$ cat src/rtl/pipe_stage_buffer.sv
// Two-entry pipeline stage buffer (main + skid) with per-operand forwarding refresh and flush.
// Optional monitor sidecar compiled only when PIPE_BUF_MON_EN is defined.
module pipe_stage_buffer #(
  parameter int DATA_W   = 128,
  parameter int OPND_W   = 32,
  parameter int NUM_OPND = 2,
  parameter int MON_W    = 256
) (
  input  logic                       clk,
  input  logic                       rst,
  input  logic                       in_valid,
  output logic                       in_ready,
  input  logic [DATA_W-1:0]          in_data,
  input  logic [NUM_OPND*OPND_W-1:0] in_opnd,
  input  logic [MON_W-1:0]           in_mon,
  input  logic                       flush,
  input  logic [NUM_OPND-1:0]        fwd_valid,
  input  logic [NUM_OPND*OPND_W-1:0] fwd_data,
  output logic                       out_valid,
  input  logic                       out_ready,
  output logic [DATA_W-1:0]          out_data,
  output logic [NUM_OPND*OPND_W-1:0] out_opnd,
  output logic [MON_W-1:0]           out_mon,
  output logic [1:0]                 occupancy
);

  localparam logic [1:0] SEL_HOLD  = 2'b00;
  localparam logic [1:0] SEL_SKID  = 2'b01;
  localparam logic [1:0] SEL_IN    = 2'b10;
  localparam logic [1:0] SEL_CLEAR = 2'b11;

  logic                       r_main_valid;
  logic [DATA_W-1:0]          r_main_data;
  logic [NUM_OPND*OPND_W-1:0] r_main_opnd;
  logic                       r_skid_valid;
  logic [DATA_W-1:0]          r_skid_data;
  logic [NUM_OPND*OPND_W-1:0] r_skid_opnd;

  logic                       w_accept;
  logic                       w_xfer;
  logic [1:0]                 w_main_sel;
  logic                       w_skid_load;
  logic                       w_skid_valid_nxt;
  logic                       w_main_valid_nxt;
  logic [DATA_W-1:0]          w_main_data_nxt;
  logic [NUM_OPND*OPND_W-1:0] w_main_opnd_nxt;

  assign w_accept = in_valid && !r_skid_valid;
  assign w_xfer   = r_main_valid && out_ready;

  // Decide where main comes from next cycle and whether the skid fills or drains.
  always_comb begin
    w_main_sel       = SEL_HOLD;
    w_skid_load      = 1'b0;
    w_skid_valid_nxt = r_skid_valid;
    if (flush) begin
      w_main_sel       = SEL_CLEAR;
      w_skid_valid_nxt = 1'b0;
    end else if (!r_main_valid || w_xfer) begin
      // Skid valid implies in_ready=0, so no input can race the skid into main.
      if (r_skid_valid) begin
        w_main_sel       = SEL_SKID;
        w_skid_valid_nxt = 1'b0;
      end else if (w_accept) begin
        w_main_sel = SEL_IN;
      end else begin
        w_main_sel = SEL_CLEAR;
      end
    end else begin
      w_main_sel = SEL_HOLD;
      if (w_accept) begin
        w_skid_load      = 1'b1;
        w_skid_valid_nxt = 1'b1;
      end else begin
        w_skid_load = 1'b0;
      end
    end
  end

  // Main entry datapath; a cleared main is zeroed so outputs read zero when idle.
  always_comb begin
    w_main_valid_nxt = r_main_valid;
    w_main_data_nxt  = r_main_data;
    w_main_opnd_nxt  = r_main_opnd;
    case (w_main_sel)
      SEL_SKID: begin
        w_main_valid_nxt = 1'b1;
        w_main_data_nxt  = r_skid_data;
        w_main_opnd_nxt  = r_skid_opnd;
      end
      SEL_IN: begin
        w_main_valid_nxt = 1'b1;
        w_main_data_nxt  = in_data;
        w_main_opnd_nxt  = in_opnd;
      end
      SEL_CLEAR: begin
        w_main_valid_nxt = 1'b0;
        w_main_data_nxt  = '0;
        w_main_opnd_nxt  = '0;
      end
      SEL_HOLD: begin
        for (int i = 0; i < NUM_OPND; i++) begin
          if (fwd_valid[i]) begin
            w_main_opnd_nxt[i*OPND_W +: OPND_W] = fwd_data[i*OPND_W +: OPND_W];
          end else begin
            w_main_opnd_nxt[i*OPND_W +: OPND_W] = r_main_opnd[i*OPND_W +: OPND_W];
          end
        end
      end
      default: begin
        w_main_valid_nxt = 1'b0;
        w_main_data_nxt  = '0;
        w_main_opnd_nxt  = '0;
      end
    endcase
  end

  // Main and skid entry registers.
  always_ff @(posedge clk or negedge rst) begin
    if (!rst) begin
      r_main_valid <= 1'b0;
      r_main_data  <= '0;
      r_main_opnd  <= '0;
      r_skid_valid <= 1'b0;
      r_skid_data  <= '0;
      r_skid_opnd  <= '0;
    end else begin
      r_main_valid <= w_main_valid_nxt;
      r_main_data  <= w_main_data_nxt;
      r_main_opnd  <= w_main_opnd_nxt;
      r_skid_valid <= w_skid_valid_nxt;
      if (w_skid_load) begin
        r_skid_data <= in_data;
        r_skid_opnd <= in_opnd;
      end else begin
        r_skid_data <= r_skid_data;
        r_skid_opnd <= r_skid_opnd;
      end
    end
  end

`ifdef PIPE_BUF_MON_EN
  localparam logic [MON_W-1:0] MON_NOP = {{(MON_W-32){1'b0}}, 32'h0000_0013};

  logic [MON_W-1:0] r_main_mon;
  logic [MON_W-1:0] r_skid_mon;
  logic [MON_W-1:0] w_main_mon_nxt;

  // Monitor follows its entry; an empty main shows the NOP pattern.
  always_comb begin
    w_main_mon_nxt = r_main_mon;
    case (w_main_sel)
      SEL_SKID:  w_main_mon_nxt = r_skid_mon;
      SEL_IN:    w_main_mon_nxt = in_mon;
      SEL_CLEAR: w_main_mon_nxt = MON_NOP;
      SEL_HOLD:  w_main_mon_nxt = r_main_mon;
      default:   w_main_mon_nxt = MON_NOP;
    endcase
  end

  // Monitor sidecar registers.
  always_ff @(posedge clk or negedge rst) begin
    if (!rst) begin
      r_main_mon <= MON_NOP;
      r_skid_mon <= '0;
    end else begin
      r_main_mon <= w_main_mon_nxt;
      if (w_skid_load) begin
        r_skid_mon <= in_mon;
      end else begin
        r_skid_mon <= r_skid_mon;
      end
    end
  end

  assign out_mon = r_main_mon;
`else
  logic w_unused_mon;
  assign w_unused_mon = ^in_mon;
  assign out_mon      = '0;
`endif

  assign in_ready  = !r_skid_valid;
  assign out_valid = r_main_valid;
  assign out_data  = r_main_data;
  assign out_opnd  = r_main_opnd;
  assign occupancy = {1'b0, r_main_valid} + {1'b0, r_skid_valid};

endmodule

$ cat config.mk
export PLATFORM = sky130hd
export DESIGN_NAME = pipe_stage_buffer
export DESIGN_NICKNAME = d
export VERILOG_FILES = /design/src/rtl/pipe_stage_buffer.sv
export SDC_FILE = /design/constraint.sdc
export NUM_CORES = 1
export LEC_CHECK = 0
export CORE_AREA = 2 2 380 382
export CTS_CLUSTER_SIZE = 14
export DETAILED_ROUTE_END_ITERATION = 10
export DIE_AREA = 0 0 382 384
export PLACE_DENSITY_LB_ADDON = 0.08
export SLEW_MARGIN = 5
export SYNTH_ARGS = -nofsm -noshare
export SYNTH_HDL_FRONTEND = slang
export SYNTH_SLANG_ARGS = --single-unit
$ cat constraint.sdc
create_clock -name clk -period 3.9 [get_ports clk]
set_input_delay 0.39 -clock clk [delete_from_list [all_inputs] [get_ports clk]]
set_output_delay 0.39 -clock clk [all_outputs]
set_load 0.02 [all_outputs]
==> summary.txt <==
STA
  • Fmax: ~400 MHz
  • Layout Skew: about 27 ps
  • Final slew viol count: 0
  • Sum Neg Setup Slack: 0 ps
  • Fin crit share: 63.9%
  • Tightest Pin Transition: 1140 ps
  • Final hold violation count: 0
  • Min Tclk post-route: 2490 ps
  • Slew headroom: 23.7%
  • RSZ-0062 raised after global routing: false
  • Final Setup Violations: 0

Synthesis
  • Synth Area in Compound Gates: roughly 13%
  • Mapped Cells: between 1.5k and 2k
  • Seq/Total Area, Yosys: between 50% and 60%
  • Number of synthesized register bits: 386
  • Simple-gate share of the synthesized area: 4.24%
  • Largest family of logic cells by synthesized area: buffers and inverters
  • Post-synthesis xor/xnor area fraction: 0%
  • Syn. warnings: 0
  • Post-Synth Adder-Cell Area: 0.0671%
  • Mean Syn Cell Area: 12.2 sq um
  • Library cells used by synthesis: 31
  • Mux contribution to synthesized area: 14.8%
  • Mapped cell area: 18700 sq um

Floorplan
  • Initial cell density of the core: 13.1%
  • Core area: between 100000 and 150000 sq um
  • IO Pins: ~1000
  • Die Span Y: 384 um
  • Die ar.: between 100000 and 150000 sq um
  • Num rows: between 100 and 150
  • Die span in x: 382 um

Critical path
  • Worst-case reg-to-reg path depth: 5
  • R2R Setup Slk: 1410 ps
  • Crit path required time: approximately 4400 ps
  • Setup Crit Path Kind: register to register
  • Crit end category: register
  • Crit path max fanout: 46
  • End of the worst register-to-register path: out_opnd[3]$_DFFE_PN0P_
  • Worst EP arrival: 3000 ps
  • Critical Path Start Type: register
  • Setup crit end: out_opnd[3]$_DFFE_PN0P_
  • Crit path launch: r_skid_valid$_DFFE_PN0P_
  • R2R Path Start: r_skid_valid$_DFFE_PN0P_

Pwr
  • Total design power: 12000 uW
  • Power Dens Cells: 454 nW/um^2
  • Leak pwr: 0.0121 uW
  • Worst IR Drop VDD: slightly below 0.3 mV

Drt
  • Routed wl met2: ~36000 um
  • Via count: between 10k and 15k
  • Metal3 WL: 6370 um
  • DRT Wirelength: between 70000 and 80000 um
  • M1 WL: 31900 um
  • Routed wire per std cell: between 15 and 20 um
  • DR iter-0 viols: approximately 1.2k
  • DRC viols: 0
  • TritonRoute pass-1 iters: 9
  • Antenna Violating Nets Remaining: 0
  • Via density: 3.41
  • Top Layer Used: met5

Min path
  • Hold WC Path Type: input pin to register

Clock network
  • Clock buffer depth: 3
  • Root Buffer: clkbuf_16
  • TritonCTS Buffers: 54
  • Reg clk slew, reported paths: approximately 60 ps
  • CTS tree: built
  • Later-pin clock latency in the skew report: 640 ps
  • Post-CTS Setup Bufs: 0
  • Sink Count: 386
  • CTS HTree Levels: 2

GRT
  • Gr usage total: roughly 10%
  • First-pass GRT wire length: 108000 um
  • Initial antenna violation count: 20
  • Vias in the first global route: about 14k
  • Largest net degree at the start of global routing: 107
  • Global route overflow: 0

Final layout
  • Filler Cell Count: 15.7k
  • Commonest cells after routing, fill and taps aside: clkdlybuf4s50_1, dfrtp_1, conb_1
  • Most common cell after layout, fill and taps aside: clkdlybuf4s50_1
  • Area delta synth->final: 41.2%
  • Nets: 2503
  • Diodes inserted: 0
  • Sequential Area: 9660 sq um
  • Layout cells sized above 1: 15.1%
  • Multi-input gate area: 6990 sq um
  • Cell area after layout: 26300 sq um
  • Util after Layout: 18.5%

Run
  • Maxcap violations: 0

Placed design
  • Gp weighted congestion: 0.695
  • Final HPWL DP: approximately 50000 um
  • Placed cell area: 24700 sq um
  • Port bufs: 458

Run status
  • Outcome: completed
[critical path, stage by stage (launching register included)]
cell	delay, ps
dfrtp_1	570
inv_1	170
or3_2	940
buf_4	380
o21ai_0	160
o21ai_1	80
[stage by stage]
stage                     hold slack, ps  cells  setup slack [ps]
after detailed placement             476   3829               934
final                                160   3924              1410
after global placement               473   3827               835
after global routing                 215   3924              1170
after CTS                            117   3924              1290
after floorplan                     94.4   1790              2160
[cells in the mapped netlist]
master	count	area [sq um]
nor3b_2	1	12.5
mux2_1	18	203
nor3_1	2	10.0
mux2_2	12	135
clkbuf_1	55	206
mux2_4	162	2430
nor2b_1	1	6.26
nor3_2	3	30.0
dfrtp_1	386	9660
nand2b_1	4	25.0
a221oi_1	4	35.0
buf_2	26	130
o21ai_1	31	155
a221o_1	2	20.0
o21ai_0	91	455
conb_1	1	3.75
a211oi_1	59	443
clkbuf_2	1	5.00
nor2_1	3	11.3
a222oi_1	128	1280
buf_4	256	1920
or3_1	2	12.5
nand2_1	64	240
buf_1	9	33.8
inv_1	129	484
a21o_1	1	7.51
nand3_1	3	15.0
a21oi_1	3	15.0
nor3b_1	57	428
buf_6	20	225
ha_1	1	12.5
[flip-flops by register name, summed over array words and instances, names as in the netlist]
name / flops
out_data: 128
out_opnd: 64
out_valid: 1
r_skid_data: 128
r_skid_opnd: 64
r_skid_valid: 1
[routing by layer]
layer  GRT usage [%]  vias to the layer above
met3            3.54                      102
met2            16.5                      568
met1            12.3                     6789
met5               0                        -
met4            2.99                       28
li1                -                     5876
[report_power, final]
group | leakage, uW | total (uW) | internal [uW] | switching [uW]
clock network | 0.000824 | 4840 | 2810 | 2030
registers | 0.00495 | 4980 | 4630 | 347
logic | 0.00634 | 2140 | 1170 | 970
[cell families (layout without fill, tap and decap cells)]
| family | count (synthesis) | after routing |
|---|---|---|
| adders and majority gates | 1 | 1 |
| muxes | 192 | 192 |
| and+or+nand+nor | 140 | 140 |
| AOI/OAI and AO/OA | 319 | 319 |
| other | 1 | 256 |
| buffers and inverters | 496 | 727 |
| DFF | 386 | 386 |
[how the worst min path moves through the flow]
stage / from / endpoint / slack, ps / cells after the start
finish: flush / out_valid$_DFFE_PN0P_ / 160 / 2
CTS: flush / out_valid$_DFFE_PN0P_ / 120 / 2
detailed placement: r_skid_opnd[32]$_DFFE_PN0P_ / r_skid_opnd[32]$_DFFE_PN0P_ / 480 / 1
floorplan: rst / out_data[0]$_DFFE_PN0P_ / 90 / 0
global route: flush / r_skid_valid$_DFFE_PN0P_ / 220 / 2
global placement: out_opnd[59]$_DFFE_PN0P_ / out_opnd[59]$_DFFE_PN0P_ / 470 / 2
[area by class of cell]
| type | instances | share of cell area (%) |
|---|---|---|
| Clock buffer | 82 | 5.95 |
| Clock inverter | 12 | 0.404 |
| Inverter | 129 | 1.84 |
| Multi-Input combinational cell | 908 | 26.5 |
| Sequential cell | 386 | 36.7 |
| Tap cell | 1903 | 9.04 |
| Timing Repair Buffer | 504 | 19.6 |
[repair_timing]
item,in CTS,in global routing
resized for setup,0,0
hold endpoints to repair,76,0
hold buffers,1,0
(Power assumes the default switching activity.)
